`src/rtl/pc_fetch_ctrl.sv`:
```
// pc_fetch_ctrl: program counter and instruction-fetch sequencer.
// Owns the PC and the memory request/ack handshake. A one-entry skid
// absorbs an ack that lands while IF/ID is stalled. In-flight fetches
// are squashed on branch or exception redirects.
module pc_fetch_ctrl #(
  parameter logic [31:0] RESET_PC   = 32'h0000_3000,
  parameter logic [31:0] EXC_VECTOR = 32'h0000_4180
) (
  input  logic        clk,
  input  logic        rst,
  input  logic        stall,
  input  logic        br_taken,
  input  logic [31:0] br_target,
  input  logic        exc_req,
  output logic        imem_req,
  output logic [31:0] imem_addr,
  input  logic        imem_ack,
  input  logic [31:0] imem_rdata,
  output logic        pc_sel,
  output logic        if_valid,
  output logic [31:0] if_pc,
  output logic [31:0] if_inst
);

  typedef enum logic [1:0] {BOOT, REQ, HOLD, DROP} state_t;

  state_t      r_state;
  logic [31:0] r_pc;
  logic [31:0] r_drop_addr;   // address of the squashed fetch still awaiting ack
  logic        r_imem_req;
  logic        r_if_valid;
  logic [31:0] r_if_pc;
  logic [31:0] r_if_inst;
  logic [31:0] r_skid_pc;     // skid content is live exactly while in HOLD
  logic [31:0] r_skid_inst;

  logic        w_redirect;
  logic [31:0] w_target;
  logic        w_slot_free;
  logic        w_consume;
  logic [31:0] w_pc_inc;

  assign w_redirect  = exc_req | br_taken;
  // Masking, rather than slicing, keeps every br_target bit in use.
  assign w_target    = exc_req ? EXC_VECTOR : (br_target & 32'hFFFF_FFFC);
  assign w_slot_free = !r_if_valid || !stall;
  assign w_consume   = r_if_valid && !stall;
  assign w_pc_inc    = r_pc + 32'd4;

  assign pc_sel    = ~w_redirect;
  assign imem_req  = r_imem_req;
  // DROP keeps the squashed fetch's address stable until its ack arrives.
  assign imem_addr = (r_state == DROP) ? r_drop_addr : r_pc;
  assign if_valid  = r_if_valid;
  assign if_pc     = r_if_pc;
  assign if_inst   = r_if_inst;

  // Fetch FSM: PC, handshake, IF/ID output register and skid buffer.
  always_ff @(posedge clk) begin
    if (rst) begin
      r_state     <= BOOT;
      r_pc        <= RESET_PC;
      r_drop_addr <= RESET_PC;
      r_imem_req  <= 1'b0;
      r_if_valid  <= 1'b0;
      r_if_pc     <= 32'd0;
      r_if_inst   <= 32'd0;
      r_skid_pc   <= 32'd0;
      r_skid_inst <= 32'd0;
    end else if (w_redirect) begin
      // Every redirect leaves a request on the bus: either the new target
      // or the squashed fetch that still needs its ack.
      r_pc       <= w_target;
      r_if_valid <= 1'b0;
      r_imem_req <= 1'b1;
      case (r_state)
        REQ: begin
          if (imem_ack) begin
            r_state <= REQ;
          end else begin
            r_state     <= DROP;
            r_drop_addr <= r_pc;
          end
        end
        // An ack landing with the redirect closes the old fetch, so the
        // new target can issue immediately.
        DROP:    r_state <= imem_ack ? REQ : DROP;
        default: r_state <= REQ;
      endcase
    end else begin
      case (r_state)
        BOOT: begin
          r_state    <= REQ;
          r_imem_req <= 1'b1;
        end
        REQ: begin
          if (imem_ack) begin
            r_pc <= w_pc_inc;
            if (w_slot_free) begin
              r_if_valid <= 1'b1;
              r_if_pc    <= r_pc;
              r_if_inst  <= imem_rdata;
            end else begin
              r_skid_pc   <= r_pc;
              r_skid_inst <= imem_rdata;
              r_state     <= HOLD;
              r_imem_req  <= 1'b0;
            end
          end else if (w_consume) begin
            r_if_valid <= 1'b0;
          end
        end
        HOLD: begin
          if (!stall) begin
            r_if_valid <= 1'b1;
            r_if_pc    <= r_skid_pc;
            r_if_inst  <= r_skid_inst;
            r_state    <= REQ;
            r_imem_req <= 1'b1;
          end
        end
        DROP: begin
          if (w_consume) r_if_valid <= 1'b0;
          if (imem_ack)  r_state    <= REQ;
        end
        default: r_state <= BOOT;
      endcase
    end
  end

endmodule

```
`config.mk`:
```
export PLATFORM = sky130hd
export DESIGN_NAME = pc_fetch_ctrl
export DESIGN_NICKNAME = d
export VERILOG_FILES = /design/src/rtl/pc_fetch_ctrl.sv
export SDC_FILE = /design/constraint.sdc
export NUM_CORES = 1
export LEC_CHECK = 0
export CAP_MARGIN = 15
export CORE_AREA = 2 2 146 148
export DETAILED_ROUTE_END_ITERATION = 16
export DIE_AREA = 0 0 148 150
export MAX_ROUTING_LAYER = met4
export PLACE_DENSITY = 0.8
export SYNTH_ARGS = -nofsm -noshare
export SYNTH_HDL_FRONTEND = slang
export SYNTH_SLANG_ARGS = --single-unit
```
`constraint.sdc`:
```
create_clock -name clk -period 1.78 [get_ports clk]
set_input_delay 0.356 -clock clk [delete_from_list [all_inputs] [get_ports clk]]
set_output_delay 0.356 -clock clk [all_outputs]
set_load 0.02 [all_outputs]
```
==> reports/qor.yml, run 1 <==
htreeDepth: 4
crit_buf_inv: 3
p_per_area_nw_per_um2: 775.2
clk_latency_ns: 0.43
synth-seq-cells: 188
grtUsageTotal_pct: 22.65
area_delta_synth_final_pct: 47.44
synth-compound-area-share_pct: 17.50
synth_top_family_by_area: "simple AND/OR/NAND/NOR gates"
synth_ff_type: "dfxtp_1"
fin_util_pct: 59.52
rsz0062_at_grt: "true"
critPathTopFamily: "buffers and inverters"
gr-total-overflow: 0
fmax_mhz: 516.7
yosys.area_share.xor_xnor_pct: 1.678
final_common_cell: "nand2_1"
critPathCaptureType: "primary output"
syn_avg_cell_area_um2: 7.777
pin_count: 169
drive_gt1_share_pct: 20.76
die_h_um: 150
muxShareOfSynthArea_pct: 4.643
period_minus_slack_ns: 1.935
path_clk_slew_ns: 0.07
cpPeakStageDelay_ns: 0.35
maxCapViolCount: 0
yosys.area_share.simple_pct: 24.93
mostFrequentLayoutCells: "332 x nand2_1, 175 x dfxtp_1, 112 x a21oi_1"
synth_edf_count: 0
numCtsBuffers: 17
routed_wl_um: 27620
synth_fa_ha_area_share_pct: 0.1498
num-fill-cells: 1703
cts_sinks: 188
critPathKind: "flip-flop to primary output"
synth_cell_types: 53
route.met2.wl_um: 13380
seq_area_um2: 3787
final.period_utilization_pct: 108.7
ys_seq_area_share_pct: 45.06
drt-met1-wl_um: 11830
drv_slew: 0
drt_iter0_drc: 760
status: "complete, but fails checks"
met3_length_um: 1729
cts_tree: "built"
gp_congestion: 0.8868
grt_pass1_wl_um: 39310
multi_input_area_um2: 4385
root_buffer: "clkbuf_16"
yosysWarnings: 0
dr.pass1.iters: 8
grt_pass1_vias: 7654
cp_max_fo: 6
p_leak_nw: 5.000
crit_chain: "nand2_4 -> buf_6 -> buf_8 -> mux2_4 -> buf_6"
p_total_w: 0.009547
place_hpwl_um: 16500
holdBufCountCts: 0
start_util_pct: 40.37
final_nets: 1355
cp_slowest_cell: "dfxtp_2"
io_buffers: 162
cts_buffer_depth: 2
topRoutingLayerUsed: "met4"
stdcell_area_um2: 12320
hold_viol: 0
synth_area_um2: 8353
routedWlPerCell_um: 17.58
vias_per_cell: 5.485
finalSetupViolCount: 37
diodes: 0
final.setup.worst_slack_ns: -0.1554
grt_max_degree: 103
cp_data_arrival_time_ns: 1.58
fp.dieW_um: 148
post-place-ws_ns: -0.4396
row_count: 53
violations: "negative setup slack"
clock_skew_ns: 0.008381
cpMostUsedCell: "buf_6"
startpoint_type: "flip-flop"
required_ns: 1.42
peakVddDrop_mv: 0.6014
syn_inst: 1074
synthArstFlopShare_pct: 0
coreArea_um2: 20690
antenna_found_initial: 0
dieArea_um2: 22200
vias: 8617
hp-class: "input port to flip-flop"
detail-route-antenna-nets: 0
drc: 0
placed_area_um2: 10770
==> cells by family (layout without fill, tap and decap cells) <==
group | after synthesis | count (layout)
adder cells (fa/ha/maj) | 1 | 1
other | 1 | 4
AND/OR/NAND/NOR | 493 | 494
XOR/XNOR | 16 | 16
AO/OA/AOI/OAI | 225 | 225
buffers and inverters | 115 | 333
flip-flops | 188 | 188
multiplexers | 35 | 35
==> registers in the layout (all words and copies together), names as in the netlist <==
signal	count
imem_req	1
if_pc	30
if_valid	1
r_pc	30
r_state	2
if_inst	32
r_skid_inst	32
r_drop_addr	30
r_skid_pc	30
==> path summary, 6_finish.rpt <==
path                            cells after the start       startpoint               to  slack [ns]
worst max-delay path                                5       r_state[0]     imem_addr[2]       -0.16
worst min-delay path                                2              rst         r_pc[24]        0.21
worst max register to register                      8       r_state[1]         if_pc[6]       -0.02
worst min register to register                      2  r_skid_inst[11]  r_skid_inst[11]        0.45
==> metrics by stage <==
step           setup TNS [ns]  instances  hold slack (ns)
3_3_place_gp           -59.84       1505           0.4389
5_1_grt                -5.748       1571           0.2137
3_5_place_dp           -64.60       1505           0.4465
4_1_cts                -4.045       1546           0.1958
6_report               -4.088       1571           0.2092
2_1_floorplan      -0.0009266       1077           0.4338
==> synthesized netlist by cell type, types with 6 or more instances <==
master	number	area, um^2
nand2_1	334	1254
a211oi_1	11	82.58
dfxtp_1	188	3764
a311oi_1	60	525.5
nand3_1	12	60.06
clkbuf_1	59	221.5
o21ai_0	19	95.09
mux2_2	30	337.8
nor3_1	17	85.08
inv_1	7	26.28
nand4_1	11	68.82
nor2_1	85	319.1
a21oi_1	112	560.5
xor2_1	12	105.1
and3_1	6	37.54
buf_2	40	200.2
==> power breakdown <==
group	internal, W	switching [W]	leakage, nW
registers	0.00431	0.0000818	1.53
clock network	0.00225	0.00163	0.287
logic	0.000622	0.000663	3.18
==> worst register-to-register path: stages (launching register included) <==
cell      delay, ns
dfxtp_2        0.35
buf_4          0.19
nor2b_4        0.24
o21ai_4        0.09
and3_4         0.24
buf_12         0.15
buf_16         0.14
buf_4          0.13
a311oi_1       0.19
==> routing by layer <==
metal	up-vias	track usage (%)
met5	-	-
met2	380	35.35
met3	43	3.689
li1	4087	-
met4	0	9.905
met1	4107	29.10
==> final cells by class <==
cell class / count / area share, %
clock buffers: 21 / 3.657
inverters: 8 / 0.2438
repair buffers: 294 / 25.78
flip-flops and latches: 188 / 30.75
clock inverters: 10 / 1.158
multi-input cells: 775 / 35.61
well taps: 275 / 2.794
==> repair_timing <==
action | in CTS | in global routing
buffers inserted | 6 | 11
setup endpoints to repair | 44 | 193
cloned | 5 | 14
gates resized for setup | 251 | 60
pin swaps | 5 | 28
No activity file was read; power rests on OpenSTA's default activity.
==> inputs of run 2 (changes only) <==
- MAX_ROUTING_LAYER: met4 -> not set
==> reports/qor.yml, run 2 (synthesis gave the netlist of run 1 again) <==
drive_gt1_share_pct: 20.67
dr.pass1.iters: 5
final.period_utilization_pct: 109.3
min_to: "r_pc[24]"
required_ns: 1.42
cp_max_fo: 5
dieArea_um2: 22200
vias: 8462
hold_start: "rst"
final.setup.worst_slack_ns: -0.1651
startpoint_type: "flip-flop"
gp_congestion: 0.8823
drc: 0
clock_skew_ns: 0.008116
post-place-ws_ns: -0.4591
die_h_um: 150
fmax_mhz: 514.1
cts_sinks: 188
path_clk_slew_ns: 0.07
critPathKind: "flip-flop to primary output"
io_buffers: 162
min_delay_path_depth: 2
area_delta_synth_final_pct: 45.66
htreeDepth: 4
cts_buffer_depth: 2
maxCapViolCount: 0
stdcell_area_um2: 12170
period_minus_slack_ns: 1.945
final_common_cell: "nand2_1"
routedWlPerCell_um: 16.81
crit_start: "r_state[0]"
vias_per_cell: 5.400
drt_iter0_drc: 790
numCtsBuffers: 17
p_per_area_nw_per_um2: 780.8
routed_wl_um: 26340
gr-total-overflow: 0
hold_viol: 0
clk_latency_ns: 0.43
reg2reg_from: "r_state[1]"
row_count: 53
rr_endpoint: "if_inst[13]"
finalSetupViolCount: 33
mostFrequentLayoutCells: "333 x nand2_1, 171 x dfxtp_1, 112 x a21oi_1"
pin_count: 169
diodes: 0
p_total_w: 0.009500
rsz0062_at_grt: "true"
place_hpwl_um: 16480
grt_pass1_wl_um: 38960
start_util_pct: 40.37
grt_max_degree: 102
grtUsageTotal_pct: 21.80
drv_slew: 0
coreArea_um2: 20690
root_buffer: "clkbuf_16"
rr_worst_depth: 8
detail-route-antenna-nets: 0
cp_data_arrival_time_ns: 1.59
peakVddDrop_mv: 0.6595
final_nets: 1350
hp-class: "input port to flip-flop"
setup_tns_ns: -4.411
antenna_found_initial: 0
critPathCaptureType: "primary output"
final_cells: 1567
holdBufCountCts: 0
placed_area_um2: 10750
violations: "negative setup slack"
timing.reg2reg.setup_slack_ns: -0.04
cts_tree: "built"
fp.dieW_um: 148
numPlacedInstances: 1503
grt_pass1_vias: 7743
status: "complete, but fails checks"
p_leak_nw: 4.881
[run 2: cell types whose count changed in the layout (fill, tap and decap cells not counted), moves of 3 or more]
cell	before	now
dlygate4sd2_1	7	11
dfxtp_4	3	7
clkinv_4	4	1
buf_4	88	92
dlymetal6s2s_1	21	18
clkinvlp_4	1	4
buf_6	43	40
dfxtp_1	175	171
[run 2: through the flow]
stage / util [%] / hold WS [ns]
after CTS: 56.49 / 0.1932
final: 58.80 / 0.2174
after floorplan: - / 0.4338
after global routing: 58.80 / 0.2036
after global placement: 51.97 / 0.4393
after detailed placement: 51.97 / 0.4465
[run 2: layout make-up]
type / count / area (um^2)
fillers: 1744 / 8523
multi-input cells: 774 / 4339
flip-flops and latches: 188 / 3802
repair buffers: 290 / 3057
clock buffers: 21 / 450.4
well taps: 275 / 344.1
clock inverters: 11 / 143.9
inverters: 8 / 30.03
[run 2: where the power goes]
part | total, W | internal, W | leakage [nW] | switching, W
registers | 0.00438 | 0.00430 | 1.53 | 0.0000792
logic | 0.00126 | 0.000611 | 3.07 | 0.000649
clock network | 0.00386 | 0.00224 | 0.279 | 0.00162
total | 0.00950 | 0.00716 | 4.88 | 0.00234
[run 2: repair_timing]
action / CTS / global route
pin swaps: 8 / 23
buffers inserted: 6 / 16
resized for setup: 249 / 58
gates cloned: 5 / 7
endpoints found under the setup margin: 49 / 170
[run 2: critical path, cell delays in order, from the launching register on]
cell and delay [ns]:
dfxtp_2 0.35, nand2_4 0.08, buf_6 0.15, buf_16 0.14, mux2_4 0.31, buf_6 0.13
[run 2: worst max path at each step]
stage	end	slack, ns	depth (start not counted)
2_1_floorplan	r_pc[13]	-0.0009	6
3_3_place_gp	r_skid_pc[4]	-0.42	7
3_5_place_dp	r_skid_pc[6]	-0.46	7
4_1_cts	imem_addr[16]	-0.16	5
5_1_grt	imem_addr[2]	-0.20	5
6_report	imem_addr[21]	-0.17	5
[run 2: metal layers]
metal	routed length, um	GRT usage, %	vias up
met5	0	0	-
met4	852	9.619	0
met3	1920	4.878	63
met2	12670	35.65	353
met1	10900	27.62	3986
li1	-	-	4060
==> RTL change 1, RTL diff (flow settings as in run 1) <==
Make the reset (`rst`) asynchronous in one clocked block.
--- a/src/rtl/pc_fetch_ctrl.sv
+++ b/src/rtl/pc_fetch_ctrl.sv
@@ -57,5 +57,5 @@
 
   // Fetch FSM: PC, handshake, IF/ID output register and skid buffer.
-  always_ff @(posedge clk) begin
+  always_ff @(posedge clk or posedge rst) begin
     if (rst) begin
       r_state     <= BOOT;
Formal check against the unedited RTL: differs if rst is asserted again (counterexample within 4 cycles, from zero or initial values and one cycle with rst high); with rst held inactive, the same outputs for 4 cycles.
==> RTL change 1 against run 1 <==
  * Critical path type is now reg -> reg
  * Worst setup slack got worse by 270 ps
  * Wire length up 19%
  * The flow still finishes with violations (negative setup slack)
  * Clock skew decreased by 0.57 ps
  * First-iteration DRC count up 4.7%
  * Synthesized area is 7.3% higher
  * Sequential cell count unchanged
  * Design area increased by 19%
  * Synthesized cell count shrank 27%
  * Highest routed layer unchanged
Power is not compared: it rests on default switching activity, and its combinational part moved more than twofold at a synthesized area within 25%.
==> RTL change 1: results (changes against run 1) <==
Detailed routing
  • Met2 wire length: 16.8 mm (was 13.4 mm)
  • Drt first pass iters: 5 (was 8)
  • WL/cell: 24.2 um (was 17.6 um)
  • Met1 wire length: 12.8 mm (was 11.8 mm)

GRT
  • First-pass GRT wire length: 45.6 mm (was 39.3 mm)
  • GRT Total Usage: 27.6% (was 22.7%)
  • Largest net degree at the start of global routing: 68 (was 103)

Timing
  • Setup ws final: -422 ps (was -155 ps)
  • Final Setup Violations: 214 (was 37)
  • Worst Hold Slack: 446 ps (was 209 ps)

Logic synthesis
  • Sequential share of the synthesized area: 52.5% (was 45.1%)
  • Synth unique cells: 58 (was 53)
  • Synth Area in XOR/XNOR: 0.782% (was 1.68%)
  • Compound-Gate Fraction of Synth Area: 9.14% (was 17.5%)
  • Ys async rst share: 100% (was 0%)
  • Mux contribution to synthesized area: 21.9% (was 4.64%)

Worst setup path
  • Critical R2R Capture: r_state[1] (was if_pc[6])
  • Critical Path Max Stage Delay: 500 ps (was 350 ps)
  • Critical Path AT: 2470 ps (was 1580 ps)
  • Critical path type: reg -> reg (was reg -> out)

Placed design
  • DP HPWL: 15.8 mm (was 16.5 mm)
  • RePlAce Congestion: 0.841 (was 0.887)
  • Placement Setup Slack: -454 ps (was -440 ps)

Run status
  • Violated checks: negative setup slack (unchanged)
  • Status: finished, violations left (unchanged)

Cells and area
  • Share of cells above drive strength 1: 48.7% (was 20.8%)
  • Final #Nets: 1151 (was 1355)

Clock network
  • # resized after CTS: 284 (was 251)
RTL change 1: cell count changes in the layout (fill, tap and decap cells not counted), moves of 36 or more:
cell / run 1 / this run
dlymetal6s2s_1: 21 / 59
nor2_1: 85 / 24
a21oi_1: 112 / 5
nand2_1: 332 / 28
mux2i_1: 5 / 61
mux2_4: 30 / 98
nand2_4: 1 / 37
dfrtp_1: 0 / 184
o21ai_2: 0 / 44
a311oi_1: 57 / 2
dfxtp_1: 175 / 0
RTL change 1: area by class of cell:
cell class | count | area, sq um
fill | 1278 | 6020
clock inverter | 13 | 141
clock buffer | 18 | 439
multi-input combinational | 513 | 5130
inverter | 15 | 65.1
tap | 275 | 344
timing repair buffer | 341 | 3840
sequential | 188 | 4710
RTL change 1: through the flow:
step,cell area (sq um),std cells,util (%),power [uW]
floorplan,9160,787,-,9050
global placement,11700,1258,56.5,11700
detailed placement,11700,1258,56.5,11900
CTS,13600,1351,65.5,16800
global route,14700,1363,70.9,18900
finish,14700,1363,70.9,18300
==> RTL change 2, RTL diff (flow settings as in run 1) <==
Without the edit above. The parameter `RESET_PC` goes from 32'h0000_3000 to 32'h00001800.
--- a/src/rtl/pc_fetch_ctrl.sv
+++ b/src/rtl/pc_fetch_ctrl.sv
@@ -4,5 +4,5 @@
 // are squashed on branch or exception redirects.
 module pc_fetch_ctrl #(
-  parameter logic [31:0] RESET_PC   = 32'h0000_3000,
+  parameter logic [31:0] RESET_PC   = 32'h00001800,
   parameter logic [31:0] EXC_VECTOR = 32'h0000_4180
 ) (
Check against the original RTL: not equivalent (a bounded check fails within 4 cycles, from zero or initial values and one cycle with rst high).
==> RTL change 2 against run 1 <==
  * The flow still finishes with violations (negative setup slack)
  * Design area up 0.50%
  * Final cell count up 1.5%
  * Clock power is 3% lower
  * Synthesized area increased by 1.4%
  * Worst setup slack lost 22 ps
  * Fmax down 1.1%
  * Sequential cell count stayed put
  * Largest power group unchanged
  * Highest routed layer unchanged
  * Hold slack better by 7.2 ps
  * Wire length is 0.43% lower
  * Utilization is 0.30 points higher
  * Critical path depth did not move
  * Power is 1.4% lower
  * Critical path type unchanged
==> RTL change 2: results (changes against run 1) <==
Run status
  • Status: finished, violations left (unchanged)
  • Violated checks: negative setup slack (unchanged)

Cells and area
  • Final #Nets: 1378 (was 1355)
  • Share of cells above drive strength 1: 22.5% (was 20.8%)

Timing
  • Final Setup Violations: 87 (was 37)
  • Setup ws final: -177 ps (was -155 ps)
  • Final sum of negative setup slack: -10750 ps (was -4090 ps)
  • Setup Skew: 10.8 ps (was 8.38 ps)

Logic synthesis
  • Largest cells by area after synthesis: dfxtp_1 (44%), nand2_1 (15%), a21oi_1 (7.7%) (was dfxtp_1 (45%), nand2_1 (15%), a21oi_1 (6.7%))
  • Avg Cell Area, Syn: 7.69 sq um (was 7.78 sq um)

Placed design
  • DP HPWL: 16.6 mm (was 16.5 mm)
  • Placed cell area: 11000 sq um (was 10800 sq um)
  • Placement Setup Slack: -455 ps (was -440 ps)

GRT
  • Largest net degree at the start of global routing: 106 (was 103)
  • GRT Total Usage: 22.8% (was 22.7%)
  • Vias in the first global route: 7940 (was 7654)

Pwr
  • Max rail drop VDD: 0.000664 V (was 0.000601 V)
  • Pleak: 0.00490 uW (was 0.00500 uW)
  • Sw frac: 26.2% (was 24.9%)
  • Pwr Density: 760 nW/um^2 (was 775 nW/um^2)

Detailed routing
  • Via Count: 8758 (was 8617)
  • Wire length on met3: 1.89 mm (was 1.73 mm)
  • Drt first pass iters: 5 (was 8)
  • Drt initial violations: 819 (was 760)

Clock network
  • # resized after CTS: 210 (was 251)

Worst setup path
  • Critical R2R Capture: r_skid_inst[11] (was if_pc[6])
  • Critical Path AT: 1600 ps (was 1580 ps)
  • Flop-to-flop setup slack: -170 ps (was -20 ps)
  • Crit-path max FO: 8 (was 6)
[RTL change 2: cell types whose count changed after synthesis, sizes merged, moves of 4 or more]
cell    before  now
nand4       14    7
nor4         4    8
xnor2        4   10
nor3        18   12
o21ai       19    6
a21oi      112  131
nor2        85   98
xor2        12    4
clkbuf      60   76
buf         47   34
inv          7   14
[RTL change 2: worst max-delay path, delay by kind of cell, from the launching register on]
kind                   cells  cell delay [ps]
multiplexers               1              330
flip-flops                 1              350
AND/OR/NAND/NOR            1               70
buffers and inverters      3              420
[RTL change 2: layer usage]
layer | up-vias | track usage (%)
met4 | 0 | 10.0
met1 | 4148 | 29.3
met3 | 61 | 3.93
li1 | 4168 | -
met2 | 381 | 35.5
met5 | - | -
[RTL change 2: cell type report]
| type | count | area share, % |
|---|---|---|
| clock buffer | 20 | 3.77 |
| tap | 275 | 2.78 |
| sequential | 188 | 30.5 |
| timing repair buffer | 292 | 24.7 |
| inverter | 14 | 0.425 |
| multi-input combinational | 794 | 36.9 |
| clock inverter | 12 | 0.910 |
[RTL change 2: how the worst min path moves through the flow]
stage | start | end | slack [ps] | cells past startpoint
after detailed placement | r_drop_addr[26] | r_drop_addr[26] | 440 | 2
final | rst | r_pc[21] | 220 | 2
after CTS | rst | r_drop_addr[23] | 200 | 2
after global routing | rst | r_pc[21] | 190 | 2
after floorplan | r_drop_addr[11] | r_drop_addr[11] | 430 | 2
after global placement | r_drop_addr[29] | r_drop_addr[29] | 440 | 2
[RTL change 2: cells by family (layout without fill, tap and decap cells)]
family          count (synthesis)  in the layout  synth area share (%)
mux                            36             36                  4.70
fa+ha+maj                       1              1                 0.148
simple gates                  506            507                  25.4
buf+inv                       124            338                  6.16
compound gates                232            232                  17.7
xor+xnor                       14             14                  1.45
other cells                     1              4                0.0443
flops                         188            188                  44.4
